==> src/rtl/ifid_skid_reg.sv <==
// IF/ID pipeline register with a valid/ready handshake on both sides and a
// two-entry skid buffer. if_ready comes straight from a flop, so fetch never
// sees a combinational path from decode's id_ready.
module ifid_skid_reg #(
   parameter int unsigned     XLEN      = 32,
   parameter int unsigned     PC_W      = 32,
   parameter logic [XLEN-1:0] NOP_INSTR = 32'h0000_0013
) (
   input  logic            clk,
   input  logic            rst,
   input  logic            flush,
   input  logic            if_valid,
   output logic            if_ready,
   input  logic [XLEN-1:0] if_instr,
   input  logic [PC_W-1:0] if_pc,
   output logic            id_valid,
   input  logic            id_ready,
   output logic [XLEN-1:0] id_instr,
   output logic [PC_W-1:0] id_pc,
   output logic [1:0]      occupancy
);

   // The encoding doubles as the full flags: bit 0 is main_full, bit 1 is
   // skid_full. 2'b10 would mean a full skid with an empty main slot.
   typedef enum logic [1:0] {
      EMPTY = 2'b00,
      ONE   = 2'b01,
      TWO   = 2'b11
   } occ_state_e;

   occ_state_e      state_q, state_d;
   logic            if_ready_q, if_ready_d;
   logic [XLEN-1:0] main_instr_q, main_instr_d;
   logic [PC_W-1:0] main_pc_q, main_pc_d;
   logic [XLEN-1:0] skid_instr_q, skid_instr_d;
   logic [PC_W-1:0] skid_pc_q, skid_pc_d;

   logic main_full, skid_full;
   logic accept, deliver;

   assign main_full = state_q[0];
   assign skid_full = state_q[1];
   assign accept    = if_valid & if_ready_q;
   assign deliver   = main_full & id_ready;

   // Next-state and next-payload selection; flush overrides every transfer.
   always_comb begin
      // NOTE: every variable gets a hold default first so no path leaves it unassigned (no latch).
      state_d      = state_q;
      main_instr_d = main_instr_q;
      main_pc_d    = main_pc_q;
      skid_instr_d = skid_instr_q;
      skid_pc_d    = skid_pc_q;

      if (flush) begin
         state_d = EMPTY;
      end else begin
         case (state_q)
            EMPTY: begin
               if (accept) begin
                  main_instr_d = if_instr;
                  main_pc_d    = if_pc;
                  state_d      = ONE;
               end
            end
            ONE: begin
               if (accept && deliver) begin
                  main_instr_d = if_instr;
                  main_pc_d    = if_pc;
               end else if (accept) begin
                  skid_instr_d = if_instr;
                  skid_pc_d    = if_pc;
                  state_d      = TWO;
               end else if (deliver) begin
                  state_d = EMPTY;
               end
            end
            TWO: begin
               // if_ready is low here, so only the drain path exists.
               if (deliver) begin
                  main_instr_d = skid_instr_q;
                  main_pc_d    = skid_pc_q;
                  state_d      = ONE;
               end
            end
            default: state_d = EMPTY;
         endcase
      end

      // Registered ready tracks the state it will be paired with.
      if_ready_d = (state_d != TWO);
   end

   // State, ready and both slots; reset returns to EMPTY with ready high.
   always_ff @(posedge clk or posedge rst) begin
      if (rst) begin
         state_q      <= EMPTY;
         if_ready_q   <= 1'b1;
         // NOTE: payload slots are reset too; they are only two words and it keeps X out of simulation.
         main_instr_q <= '0;
         main_pc_q    <= '0;
         skid_instr_q <= '0;
         skid_pc_q    <= '0;
      end else begin
         // NOTE: non-blocking assignments so every flop samples pre-edge values.
         state_q      <= state_d;
         if_ready_q   <= if_ready_d;
         main_instr_q <= main_instr_d;
         main_pc_q    <= main_pc_d;
         skid_instr_q <= skid_instr_d;
         skid_pc_q    <= skid_pc_d;
      end
   end

   assign if_ready  = if_ready_q;
   assign id_valid  = main_full;
   assign id_instr  = main_full ? main_instr_q : NOP_INSTR;
   assign id_pc     = main_full ? main_pc_q : '0;
   assign occupancy = {1'b0, main_full} + {1'b0, skid_full};

   // The skid slot may only hold data behind a full main slot.
   a_no_orphan_skid : assert property (@(posedge clk) disable iff (rst) !(skid_full && !main_full));

endmodule

==> config.mk <==
export PLATFORM = sky130hd
export DESIGN_NAME = ifid_skid_reg
export DESIGN_NICKNAME = d
export VERILOG_FILES = /design/src/rtl/ifid_skid_reg.sv
export SDC_FILE = /design/constraint.sdc
export NUM_CORES = 1
export LEC_CHECK = 0
export CAP_MARGIN = 20
export CORE_MARGIN = 5
export CORE_UTILIZATION = 55
export CTS_CLUSTER_DIAMETER = 150
export DETAILED_ROUTE_END_ITERATION = 8
export DONT_BUFFER_PORTS = 1
export GPL_TIMING_DRIVEN = 0
export PLACE_DENSITY = 0.7
export SETUP_SLACK_MARGIN = 0.15
export SLEW_MARGIN = 25
export SYNTH_ARGS = -nofsm -noshare
export SYNTH_HDL_FRONTEND = slang
export SYNTH_SLANG_ARGS = --single-unit
==> constraint.sdc <==
create_clock -name clk -period 5.3 [get_ports clk]
set_input_delay 0.795 -clock clk [delete_from_list [all_inputs] [get_ports clk]]
set_output_delay 0.795 -clock clk [all_outputs]
set_load 0.03 [all_outputs]
==> results of run 1 <==
[stage by stage]
stage                     utilization  instances  total power [mW]
after floorplan                     -        512             2.168
after global placement         0.5723        652             2.285
after detailed placement       0.5756        653             2.342
after CTS                      0.6261        684             3.409
after global routing           0.6261        684             3.571
final                          0.6261        684             3.371
[worst max-delay path: stages, from the launching register on]
cell and delay [ps]:
dfrtp_1 700, clkbuf_1 540, clkbuf_1 360, inv_1 140
ha_1 490
[sequential cells by signal, summed over array words and instances (netlist names)]
| register | count |
|---|---|
| main_instr_q | 32 |
| main_pc_q | 32 |
| skid_instr_q | 32 |
| skid_pc_q | 32 |
| state_q | 2 |
| if_ready | 1 |
[routing by layer]
metal  up-vias  track usage  wire, um
met3        21      0.08700      1114
li1       1790            -         -
met2       104       0.3583      6679
met1      1888       0.2551      5225
met4         0      0.06730       211
met5         -            0         0
[cell families after synthesis]
group,Yosys count
AO/OA/AOI/OAI,74
AND/OR/NAND/NOR,136
flip-flops,131
multiplexers,128
buffers and inverters,39
adder cells (fa/ha/maj),4
[power by group]
part           leakage, nW  switching (mW)  internal [mW]
sequential            1.51           0.190           1.37
combinational        0.966           0.438          0.320
clock                0.263           0.425          0.629
[area by class of cell]
cell class / instances / area (um^2) / area share
plain buffers: 36 / 163.9 / 0.02447
multi-input cells: 342 / 2492 / 0.3721
clock inverters: 13 / 112.6 / 0.01681
inverters: 3 / 18.77 / 0.002802
well taps: 140 / 175.2 / 0.02615
flip-flops and latches: 131 / 3279 / 0.4896
clock buffers: 18 / 427.9 / 0.06389
repair buffers: 1 / 27.53 / 0.004110
[layout by cell type, fill, tap and decap left out, types with 2 or more instances in the layout]
| cell | synthesis | routed |
|---|---|---|
| clkbuf_16 | 0 | 16 |
| ha_1 | 4 | 4 |
| clkinv_4 | 0 | 3 |
| nor2_1 | 65 | 65 |
| inv_1 | 3 | 2 |
| a21oi_1 | 66 | 66 |
| buf_1 | 3 | 3 |
| clkbuf_1 | 10 | 10 |
| clkinv_2 | 0 | 5 |
| mux2_2 | 64 | 64 |
| buf_2 | 23 | 23 |
| nand2b_1 | 3 | 3 |
| nand2_1 | 3 | 3 |
| mux2i_1 | 64 | 64 |
| clkinvlp_4 | 0 | 3 |
| a21boi_0 | 3 | 3 |
| dfrtp_1 | 130 | 130 |
| clkbuf_8 | 0 | 2 |
| and2_1 | 61 | 61 |
[worst paths after layout]
| kind | startpoint | to | slack (ps) | cells past startpoint |
|---|---|---|---|---|
| max reg2reg | state_q[0] | main_instr_q[9] | 1930 | 10 |
| min in group clk | if_pc[17] | skid_pc_q[17] | 430 | 1 |
| max in group asynchronous | rst | if_ready | 4470 | 2 |
| min | rst | skid_pc_q[19] | 140 | 1 |
| max | state_q[0] | occupancy[0] | 1760 | 4 |
| min reg2reg | skid_instr_q[2] | skid_instr_q[2] | 500 | 1 |
==> results_dict.tcl, run 1 <==
set metrics [dict create \
    post-route-period-util 0.6680 \
    drv_slew 0 \
    status "complete, no violations" \
    drive_above_1_share 0.2261 \
    synth_compound_gate_area_share 0.06669 \
    tightestPinTransition_ps 792.7 \
    nets 605 \
    initial_core_util 0.5559 \
    final.setup.worst_slack_ps 1760 \
    ir_worst_vdd_mv 0.2608 \
    synth_top_area_share 0.5470 \
    grt_pass1_vias 4224 \
    max_freq_mhz 282.5 \
    synth_xor_area_frac 0 \
    antenna_found_initial 0 \
    core_um2 10700 \
    avgSynthCellArea_um2 11.62 \
    clk_transition_reported_paths_ps 60 \
    clock-sinks 131 \
    finalHoldViolCount 0 \
    grt_overflow 0 \
    synthMuxAreaShare 0.2289 \
    slew_headroom 0.4716 \
    die_w_um 114.0 \
    first_pass_iters 4 \
    track_usage 0.2148 \
    ys_dominant_reg_cell "dfrtp_1" \
    wl_per_cell_um 19.34 \
    cts.path.max_buffers 2 \
    cts_tree "yes" \
    ios 137 \
    synth_top_cell_by_area "dfrtp_1" \
    cp_max_fo 10 \
    cellLeakagePower_nw 2.738 \
    cts_root_buf "clkbuf_8" \
    first_iter_violations 153 \
    fillers 898 \
    fin_crit_ps 3540 \
    worstSetupPathType "reg -> out" \
    final_antenna_net_count 0 \
    area_growth_pct 12.62 \
    numCtsBuffers 17 \
    worstPathRequired_ps 4510 \
    max_cap_viol_count 0 \
    ys_seq_area_frac 0.5514 \
    power.density_nw_per_um2 503.3 \
    worstPathArrival_ps 2750 \
    postCtsSetupBuffers 0 \
    syn_nets 585 \
    die_h_um 114.0 \
    grt_pass1_wl_um 21670 \
    ys.warnings.count 0 \
    dp_slack_ps 1894 \
    post_cts_resize_count 0 \
    synth_top_family_by_area "multiplexers" \
    tns_ps 0 \
    io_buffers 0 \
    drt-total-wl_um 13230 \
    fin_area_um2 6698 \
    netlist_top_cells_area "dfrtp_1 (55%), mux2_2 (12%), mux2i_1 (11%)" \
    gp_congestion 0.7654 \
    ys_seq_elements 131 \
    die_area_um2 12990 \
    synth_cell_types 24 \
    avgViaCountPerCell 5.560 \
    cts-hold-fix-buffers 0 \
    syn_inst 512 \
    critPathLaunchType "register" \
    ys_async_sr_fraction 1.000 \
    synth_edf_count 0 \
    synth_common_cells "dfrtp_1 (130), a21oi_1 (66), nor2_1 (65)" \
    insertion_delay_ps 520 \
    fin_skew_ps 4.190 \
    antennaDiodeCount 0 \
    syn_area_um2 5947 \
    drc 0 \
    yosys.area_share.simple 0.1151 \
    rsz0062_at_grt "no" \
    hold_ws_ps 141.2 \
    dp_hpwl_um 9230 \
    min_path_type "in -> async" \
    yosys.area_share.adder 0.008416 \
    endpoint_kind "output port" \
    dpl-instance-area_um2 6157 \
    setup_viol 0 \
    grt_max_degree 75 \
    rows 38 \
    htreeDepth 4 \
    vias 3803 \
    synthMostInstantiatedCell "dfrtp_1" \
]
(Power assumes the default switching activity.)
==> run 2, diff against run 1 <==
--- a/config.mk
+++ b/config.mk
@@ -12,7 +12,7 @@
 export DETAILED_ROUTE_END_ITERATION = 8
 export DONT_BUFFER_PORTS = 1
 export GPL_TIMING_DRIVEN = 0
-export PLACE_DENSITY = 0.7
+export PLACE_DENSITY = 0.73
 export SETUP_SLACK_MARGIN = 0.15
 export SLEW_MARGIN = 25
 export SYNTH_ARGS = -nofsm -noshare
==> constraint.sdc (replaced) <==
create_clock -name clk -period 3.09 [get_ports clk]
set_input_delay 0.4635 -clock clk [delete_from_list [all_inputs] [get_ports clk]]
set_output_delay 0.4635 -clock clk [all_outputs]
set_load 0.03 [all_outputs]
==> results_dict.tcl, run 2 (synthesis gave the netlist of run 1 again) <==
set metrics [dict create \
    grt_overflow 0 \
    drv_slew 0 \
    first_pass_iters 4 \
    area_growth_pct 16.68 \
    final.setup.worst_slack_ps 363.4 \
    grt_pass1_wl_um 22080 \
    reg2reg_depth 9 \
    critPathBufInv 5 \
    post-route-period-util 0.8824 \
    fin_crit_ps 2727 \
    min_path_cells 1 \
    max_stage_delay_ps 550 \
    dpl-instance-area_um2 6213 \
    regArea_um2 3281 \
    rows 38 \
    dp_slack_ps -337.7 \
    drt-total-wl_um 13490 \
    first_iter_violations 222 \
    initial_core_util 0.5559 \
    io_buffers 0 \
    antennaDiodeCount 0 \
    final_util 0.6487 \
    multi_input_area_um2 2492 \
    cp_max_fo 10 \
    track_usage 0.2188 \
    grt_max_degree 32 \
    worstReg2RegStart "state_q[0]" \
    worstPathRequired_ps 3480 \
    drc 0 \
    grt_pass1_vias 4260 \
    avgViaCountPerCell 5.607 \
    cts_root_buf "clkbuf_8" \
    power.density_nw_per_um2 913.3 \
    worstHoldEndpoint "skid_pc_q[25]" \
    min-delay-start "if_pc[25]" \
    fin_area_um2 6939 \
    antenna_found_initial 0 \
    setup_viol 0 \
    cellLeakagePower_nw 2.860 \
    fin_skew_ps 4.634 \
    cts.path.max_buffers 2 \
    r2r-end "main_pc_q[4]" \
    slew_headroom 0.4741 \
    die_w_um 114.0 \
    rsz0062_at_grt "no" \
    critPathLaunchType "register" \
    status "complete, no violations" \
    worstPathArrival_ps 3120 \
    wl_per_cell_um 19.55 \
    endpoint_kind "register" \
    mostFrequentLayoutCells "dfrtp_1 (129), a21oi_1 (66), nor2_1 (65)" \
    die_area_um2 12990 \
    max_cap_viol_count 0 \
    insertion_delay_ps 520 \
    cts_tree "yes" \
    clk_transition_reported_paths_ps 60 \
    ir_worst_vdd_mv 0.4947 \
    finalHoldViolCount 0 \
    nets 610 \
    final_antenna_net_count 0 \
    layout_commonest_cell "dfrtp_1" \
    core_um2 10700 \
    tightestPinTransition_ps 788.9 \
    ios 137 \
    path_delay_family "buffers and inverters" \
    crit_chain "buf_4 > clkbuf_2 > inv_1 > ha_1 > or2_2 > a2111oi_2 > buf_2 > buf_2 > a21oi_1" \
    worstSetupPathType "reg -> reg" \
    clock-sinks 131 \
    dp_hpwl_um 9438 \
    reg2reg_slack_ps 360 \
    crit_top_cell "buf_2" \
    numCtsBuffers 17 \
    fillers 820 \
    max_freq_mhz 366.8 \
    htreeDepth 4 \
    drive_above_1_share 0.2364 \
    crit_cells 9 \
    gp_congestion 0.8345 \
    min_path_type "in -> reg" \
    die_h_um 114.0 \
    slowest_stage "dfrtp_2" \
    vias 3869 \
]
run 2: cell count changes in the layout (fill, tap and decap cells not counted), moves of 2 or more:
cell	previous run	this run
clkinv_4	3	1
buf_4	0	2
buf_12	0	3
bufinv_16	1	7
clkinv_2	5	2
clkbuf_1	10	8
run 2: area by class of cell:
cell class                 instances  area share
multi-input combinational        342      0.3592
inverter                           3    0.002164
timing repair buffer               6     0.01587
buffer                            36     0.02470
sequential                       131      0.4728
clock inverter                    13     0.03642
clock buffer                      19     0.06365
tap                              140     0.02524
run 2: repair_timing:
item                                    in CTS  in global routing
endpoints found under the setup margin     114                 64
endpoints found under the hold margin       23                  0
hold buffers                                 1                  0
gates resized for setup                      4                  3
buffers inserted                             0                  1
gates cloned                                 0                  0
run 2: stage by stage:
| stage | power, mW | TNS, ps | hold WS, ps | cells |
|---|---|---|---|---|
| floorplan | 3.719 | 0 | 480.4 | 512 |
| global placement | 3.917 | -16380 | 488.2 | 652 |
| detailed placement | 4.023 | -18570 | 427.3 | 656 |
| CTS | 6.389 | 0 | 63.81 | 689 |
| global route | 6.684 | 0 | 70.82 | 690 |
| finish | 6.337 | 0 | 91.60 | 690 |
run 2: how the worst max path moves through the flow:
stage	to	start	slack [ps]
finish	main_pc_q[4]	state_q[0]	360
global route	main_pc_q[4]	state_q[0]	160
CTS	main_pc_q[18]	state_q[0]	200
detailed placement	main_pc_q[24]	state_q[0]	-340
global placement	main_pc_q[31]	state_q[0]	-270
floorplan	main_instr_q[20]	state_q[0]	600
run 2: report_power, final:
group	internal, mW	switching (mW)
clock network	1.60	0.747
registers	2.35	0.317
logic	0.562	0.762
run 2: worst register-to-register path, delay by kind of cell (launching register included):
family,cells,cell delay [ps]
and+or+nand+nor,1,300
adders and majority gates,1,200
AOI/OAI and AO/OA,2,360
buffers and inverters,5,1200
DFF,1,550
run 2: routing by layer:
metal  part of all wire  up-vias  global-route usage
li1                   -     1803                   -
met1               0.40     1913              0.2683
met2               0.49      122              0.3447
met3              0.089       31             0.08435
met4              0.025        0             0.09660
met5                  0        -                   0
==> run 3, diff against run 2 <==
--- a/config.mk
+++ b/config.mk
@@ -6,13 +6,13 @@
 export NUM_CORES = 1
 export LEC_CHECK = 0
 export CAP_MARGIN = 20
-export CORE_MARGIN = 5
 export CORE_UTILIZATION = 55
 export CTS_CLUSTER_DIAMETER = 150
 export DETAILED_ROUTE_END_ITERATION = 8
 export DONT_BUFFER_PORTS = 1
+export GPL_ROUTABILITY_DRIVEN = 0
 export GPL_TIMING_DRIVEN = 0
-export PLACE_DENSITY = 0.73
+export PLACE_DENSITY = 0.72
 export SETUP_SLACK_MARGIN = 0.15
 export SLEW_MARGIN = 25
 export SYNTH_ARGS = -nofsm -noshare
==> results_dict.tcl, run 3 (synthesis gave the netlist of run 1 again) <==
set metrics [dict create \
    grt_max_degree 32 \
    ir_worst_vdd_mv 0.4509 \
    crit_chain "buf_4 > clkbuf_2 > inv_1 > ha_1 > or2_2 > a2111oi_2 > buf_2 > buf_2 > a21oi_1" \
    multi_input_area_um2 2492 \
    crit_cells 9 \
    worstSetupPathType "reg -> reg" \
    wl_per_cell_um 18.18 \
    die_w_um 106.0 \
    drt-total-wl_um 12470 \
    dp_hpwl_um 8774 \
    numCtsBuffers 17 \
    cts_tree "yes" \
    initial_core_util 0.5709 \
    drive_above_1_share 0.2364 \
    slowest_stage "dfrtp_2" \
    switchingPower_mw 1.769 \
    worstPathRequired_ps 3480 \
    insertion_delay_ps 510 \
    first_pass_iters 4 \
    min_path_cells 1 \
    dp_slack_ps -323.6 \
    avgViaCountPerCell 5.587 \
    hold_ws_ps 95.19 \
    post-route-period-util 0.8662 \
    pwr-share-seq 0.435 \
    track_usage 0.2421 \
    worstPathArrival_ps 3060 \
    critPathBufInv 5 \
    die_area_um2 11230 \
    grt_overflow 0 \
    area_growth_pct 15.74 \
    clk_transition_reported_paths_ps 60 \
    cts_root_buf "clkbuf_8" \
    dp_cells 652 \
    max_cap_viol_count 0 \
    io_buffers 0 \
    tightestPinTransition_ps 794.5 \
    max_stage_delay_ps 530 \
    layout_commonest_cell "dfrtp_1" \
    setup_viol 0 \
    antenna_found_initial 0 \
    reg2reg_depth 9 \
    max_freq_mhz 373.6 \
    fin_crit_ps 2677 \
    power.density_nw_per_um2 888.3 \
    core_um2 10420 \
    cp_max_fo 10 \
    critPathLaunchType "register" \
    pwr-share-clk 0.350 \
    rows 37 \
    status "complete, no violations" \
    die_h_um 106.0 \
    cellLeakagePower_nw 2.832 \
    stdcell_count 686 \
    ios 137 \
    cts.path.max_buffers 2 \
    first_iter_violations 159 \
    fillers 803 \
    fin_area_um2 6883 \
    antennaDiodeCount 0 \
    drc 0 \
    regArea_um2 3281 \
    nets 610 \
    finalHoldViolCount 0 \
    crit_top_cell "buf_2" \
    endpoint_kind "register" \
    swShare 0.2893 \
    drv_slew 0 \
    path_delay_family "buffers and inverters" \
    design_power_total_mw 6.114 \
    rsz0062_at_grt "no" \
    mostFrequentLayoutCells "dfrtp_1 (129), a21oi_1 (66), nor2_1 (65)" \
    p_int_mw 4.345 \
    final_antenna_net_count 0 \
    slew_headroom 0.4703 \
    grt_pass1_wl_um 20750 \
    grt_pass1_vias 4149 \
    final.setup.worst_slack_ps 413.4 \
    dpl-instance-area_um2 6216 \
    clock-sinks 131 \
    comb_power_share 0.215 \
    vias 3833 \
    min_path_type "in -> reg" \
    htreeDepth 4 \
    fin_skew_ps 5.337 \
]
-- run 3: power by group through the flow --
stage / combinational, mW / sequential (mW) / clock [mW]
finish: 1.31 / 2.66 / 2.14
global route: 1.44 / 2.75 / 2.25
CTS: 1.33 / 2.66 / 2.17
detailed placement: 1.31 / 2.69 / 0
global placement: 1.25 / 2.65 / 0
floorplan: 1.12 / 2.59 / 0
-- run 3: timing repair --
action / in CTS / in global routing
hold buffers: 1 / 0
cloned: 0 / 0
setup endpoints to repair: 105 / 64
setup buffers: 0 / 1
hold endpoints to repair: 26 / 0
resized for setup: 3 / 5
-- run 3: layer usage --
metal | routed length (um) | global-route usage | up-vias
li1 | - | - | 1794
met1 | 5332 | 0.2997 | 1917
met2 | 6035 | 0.3898 | 102
met3 | 909 | 0.09258 | 20
met4 | 195 | 0.08234 | 0
met5 | 0 | 0 | -
-- run 3: worst paths after layout --
check                        startpoint                to  slack (ps)
max reg2reg                  state_q[0]     main_pc_q[10]         410
min reg2reg                skid_pc_q[0]      skid_pc_q[0]         500
min                           if_pc[18]     skid_pc_q[18]         100
max in group asynchronous           rst  skid_instr_q[20]        1820
max                          state_q[0]     main_pc_q[10]         410
min in group asynchronous           rst     main_pc_q[20]         510
-- run 3: final cells by class --
class                           instances  area share
Buffer                                 36     0.02490
Clock buffer                           23     0.07217
Clock inverter                          9     0.02145
Inverter                                3    0.002181
Multi-Input combinational cell        342      0.3621
Sequential cell                       131      0.4766
Tap cell                              136     0.02472
Timing Repair Buffer                    6     0.01582
-- run 3: through the flow --
step	setup TNS, ps	util
floorplan	0	-
CTS	0	0.6599
detailed placement	-17290	0.5968
global route	0	0.6608
global placement	-13610	0.5876
finish	0	0.6608
-- run 3: worst register-to-register path: stages, from the launching register on --
cell       delay, ps
dfrtp_2          530
buf_4            260
clkbuf_2         240
inv_1             90
ha_1             190
or2_2            300
a2111oi_2        250
buf_2            300
buf_2            280
a21oi_1          100
==> RTL edit: new RTL, settings of run 2 <==
Make the reset (`rst`) synchronous in one clocked block.
--- a/src/rtl/ifid_skid_reg.sv
+++ b/src/rtl/ifid_skid_reg.sv
@@ -92,7 +92,7 @@
    end
 
    // State, ready and both slots; reset returns to EMPTY with ready high.
-   always_ff @(posedge clk or posedge rst) begin
+   always_ff @(posedge clk) begin
       if (rst) begin
          state_q      <= EMPTY;
          if_ready_q   <= 1'b1;
Formal check against the unedited RTL: differs if rst is asserted again (counterexample within 4 cycles, from zero or initial values and one cycle with rst high); with rst held inactive, the same outputs for 4 cycles.
==> RTL edit against run 2 <==
Sequential cell count is the same. Synthesized area shrank 4.3%. Final area shrank 5.7%. Routed wire length grew 5.6%. Worst setup slack gained 0.056 ns. Die area shrank 3.9%. Critical endpoint is now main_pc_q[10]$_SDFFE_PP0P_.
Power is not compared: it rests on default switching activity, and its combinational part moved more than twofold at a synthesized area within 25%.
==> RTL edit: results (changes against run 2) <==
[status]
status=finished, final reports clean

[grt]
grt_pass1_wl_mm=22.64  ; +2.5%
antenna_found_initial=0  ; unchanged
grt_pass1_vias=4611  ; +8.2%
grt_max_degree=17  ; -47%
track_usage=0.2255  ; +0.006722

[worst_hold_path]
holdPathEnd=state_q[1]$_SDFF_PP0_
hold_path_class=primary input to flip-flop
min_from=rst

[clock_tree]
numCtsBuffers=17  ; unchanged
clk_path_buf_depth=2  ; unchanged

[setup_path]
r2r-end=main_pc_q[10]$_SDFFE_PP0P_
arrival_ns=3.07  ; -0.05 ns
reg2reg_from=state_q[0]$_SDFF_PP0_
critPathSlowestCell=dfxtp_2
critical_path.top_delay_family=buffers and inverters
cpPeakStageDelay_ns=0.51  ; -0.04 ns
ff2ff_path_depth=9  ; unchanged
reg2reg_setup_slack_ns=0.42  ; +0.06 ns

[routing]
drt_iter0_markers=275  ; +24%
wl_per_cell_um=17.18  ; -12%
via_per_inst=5.556  ; -0.91%
drtPass1Iterations=5  ; +1

[logic_synthesis]
synth_top_area_frac=0.4608  ; -0.08626
synth_common_cells=131 x dfxtp_1, 130 x nand2_1, 66 x nor2_1
synth_seq_area_share=0.4608  ; -0.09068
synth_nets=734  ; +25%
ys_top_cells_by_area=dfxtp_1 46%, mux2i_1 11%, nand2_1 8.6%
synthArstFlopShare=0  ; -1.000
yosysWarnings=0  ; unchanged
synth_cell_types=27  ; +13%

[cells_and_area]
drive_above_1_share=0.09668  ; -0.1397
nets=753  ; +23%
nFillCells=883  ; +7.7%

[place]
dp_hpwl_mm=10.33  ; +9.5%
gp_congestion=0.7938  ; -4.9%
dpl_worst_slack_ns=0.1655  ; +0.5032 ns

[power]
power.leakage_uw=0.002204
swShare=0.2238
ir_drop_mv=0.3855

[timing]
relSlewSlack=0.4889  ; +0.01477
hold_viol=0  ; unchanged
fin_skew_ns=0.01045  ; +0.005814 ns

RTL edit: kinds of logic (layout without fill, tap and decap cells):
| logic type | after synthesis | after routing | synth area share |
|---|---|---|---|
| multiplexers | 64 | 64 | 0.1126 |
| flip-flops | 131 | 131 | 0.4608 |
| AND/OR/NAND/NOR | 265 | 265 | 0.2062 |
| buffers and inverters | 59 | 91 | 0.04572 |
| adder cells (fa/ha/maj) | 4 | 4 | 0.008793 |
| AO/OA/AOI/OAI | 138 | 138 | 0.1660 |
RTL edit: what timing repair did:
item,in CTS,in global routing
endpoints found under the hold margin,0,0
gates resized for setup,2,2
endpoints found under the setup margin,42,21
RTL edit: worst max-delay path by stage:
stage | endpoint | slack [ns] | startpoint
detailed placement | main_pc_q[16]$_SDFFE_PP0P_ | 0.17 | state_q[0]$_SDFF_PP0_
global placement | main_instr_q[22]$_SDFFE_PP0P_ | 0.33 | state_q[0]$_SDFF_PP0_
finish | main_pc_q[10]$_SDFFE_PP0P_ | 0.42 | state_q[0]$_SDFF_PP0_
floorplan | main_pc_q[0]$_SDFFE_PP0P_ | 0.76 | state_q[0]$_SDFF_PP0_
global route | main_pc_q[10]$_SDFFE_PP0P_ | 0.22 | state_q[0]$_SDFF_PP0_
CTS | main_pc_q[10]$_SDFFE_PP0P_ | 0.30 | state_q[0]$_SDFF_PP0_
RTL edit: layer usage:
metal	GRT usage	wire length [um]
met2	0.3669	6774
met1	0.2675	5710
met5	0	0
met3	0.09022	1447
met4	0.08678	310
RTL edit: layout make-up:
| class | instances | area (um2) | share of cell area |
|---|---|---|---|
| clock inverters | 12 | 224.0 | 0.03422 |
| multi-input cells | 471 | 2809 | 0.4292 |
| well taps | 136 | 170.2 | 0.02600 |
| plain buffers | 57 | 255.2 | 0.03900 |
| flip-flops and latches | 131 | 2624 | 0.4009 |
| clock buffers | 20 | 455.4 | 0.06959 |
| inverters | 2 | 7.507 | 0.001147 |
RTL edit: power groups by stage:
| stage | combinational (uW) | clock (uW) | sequential, uW |
|---|---|---|---|
| floorplan | 262 | 0 | 1830 |
| global placement | 312 | 0 | 1840 |
| detailed placement | 323 | 0 | 1850 |
| CTS | 325 | 2310 | 1810 |
| global route | 359 | 2380 | 1820 |
| finish | 323 | 2280 | 1810 |
RTL edit: metrics by stage:
step / instances / power (uW) / hold WS (ns) / cell area, um2
detailed placement: 797 / 2169 / 0.4463 / 5862
floorplan: 661 / 2096 / 0.4360 / 5692
CTS: 829 / 4441 / 0.04188 / 6544
global placement: 797 / 2154 / 0.4408 / 5862
global route: 829 / 4559 / 0.04429 / 6545
finish: 829 / 4411 / 0.05786 / 6545
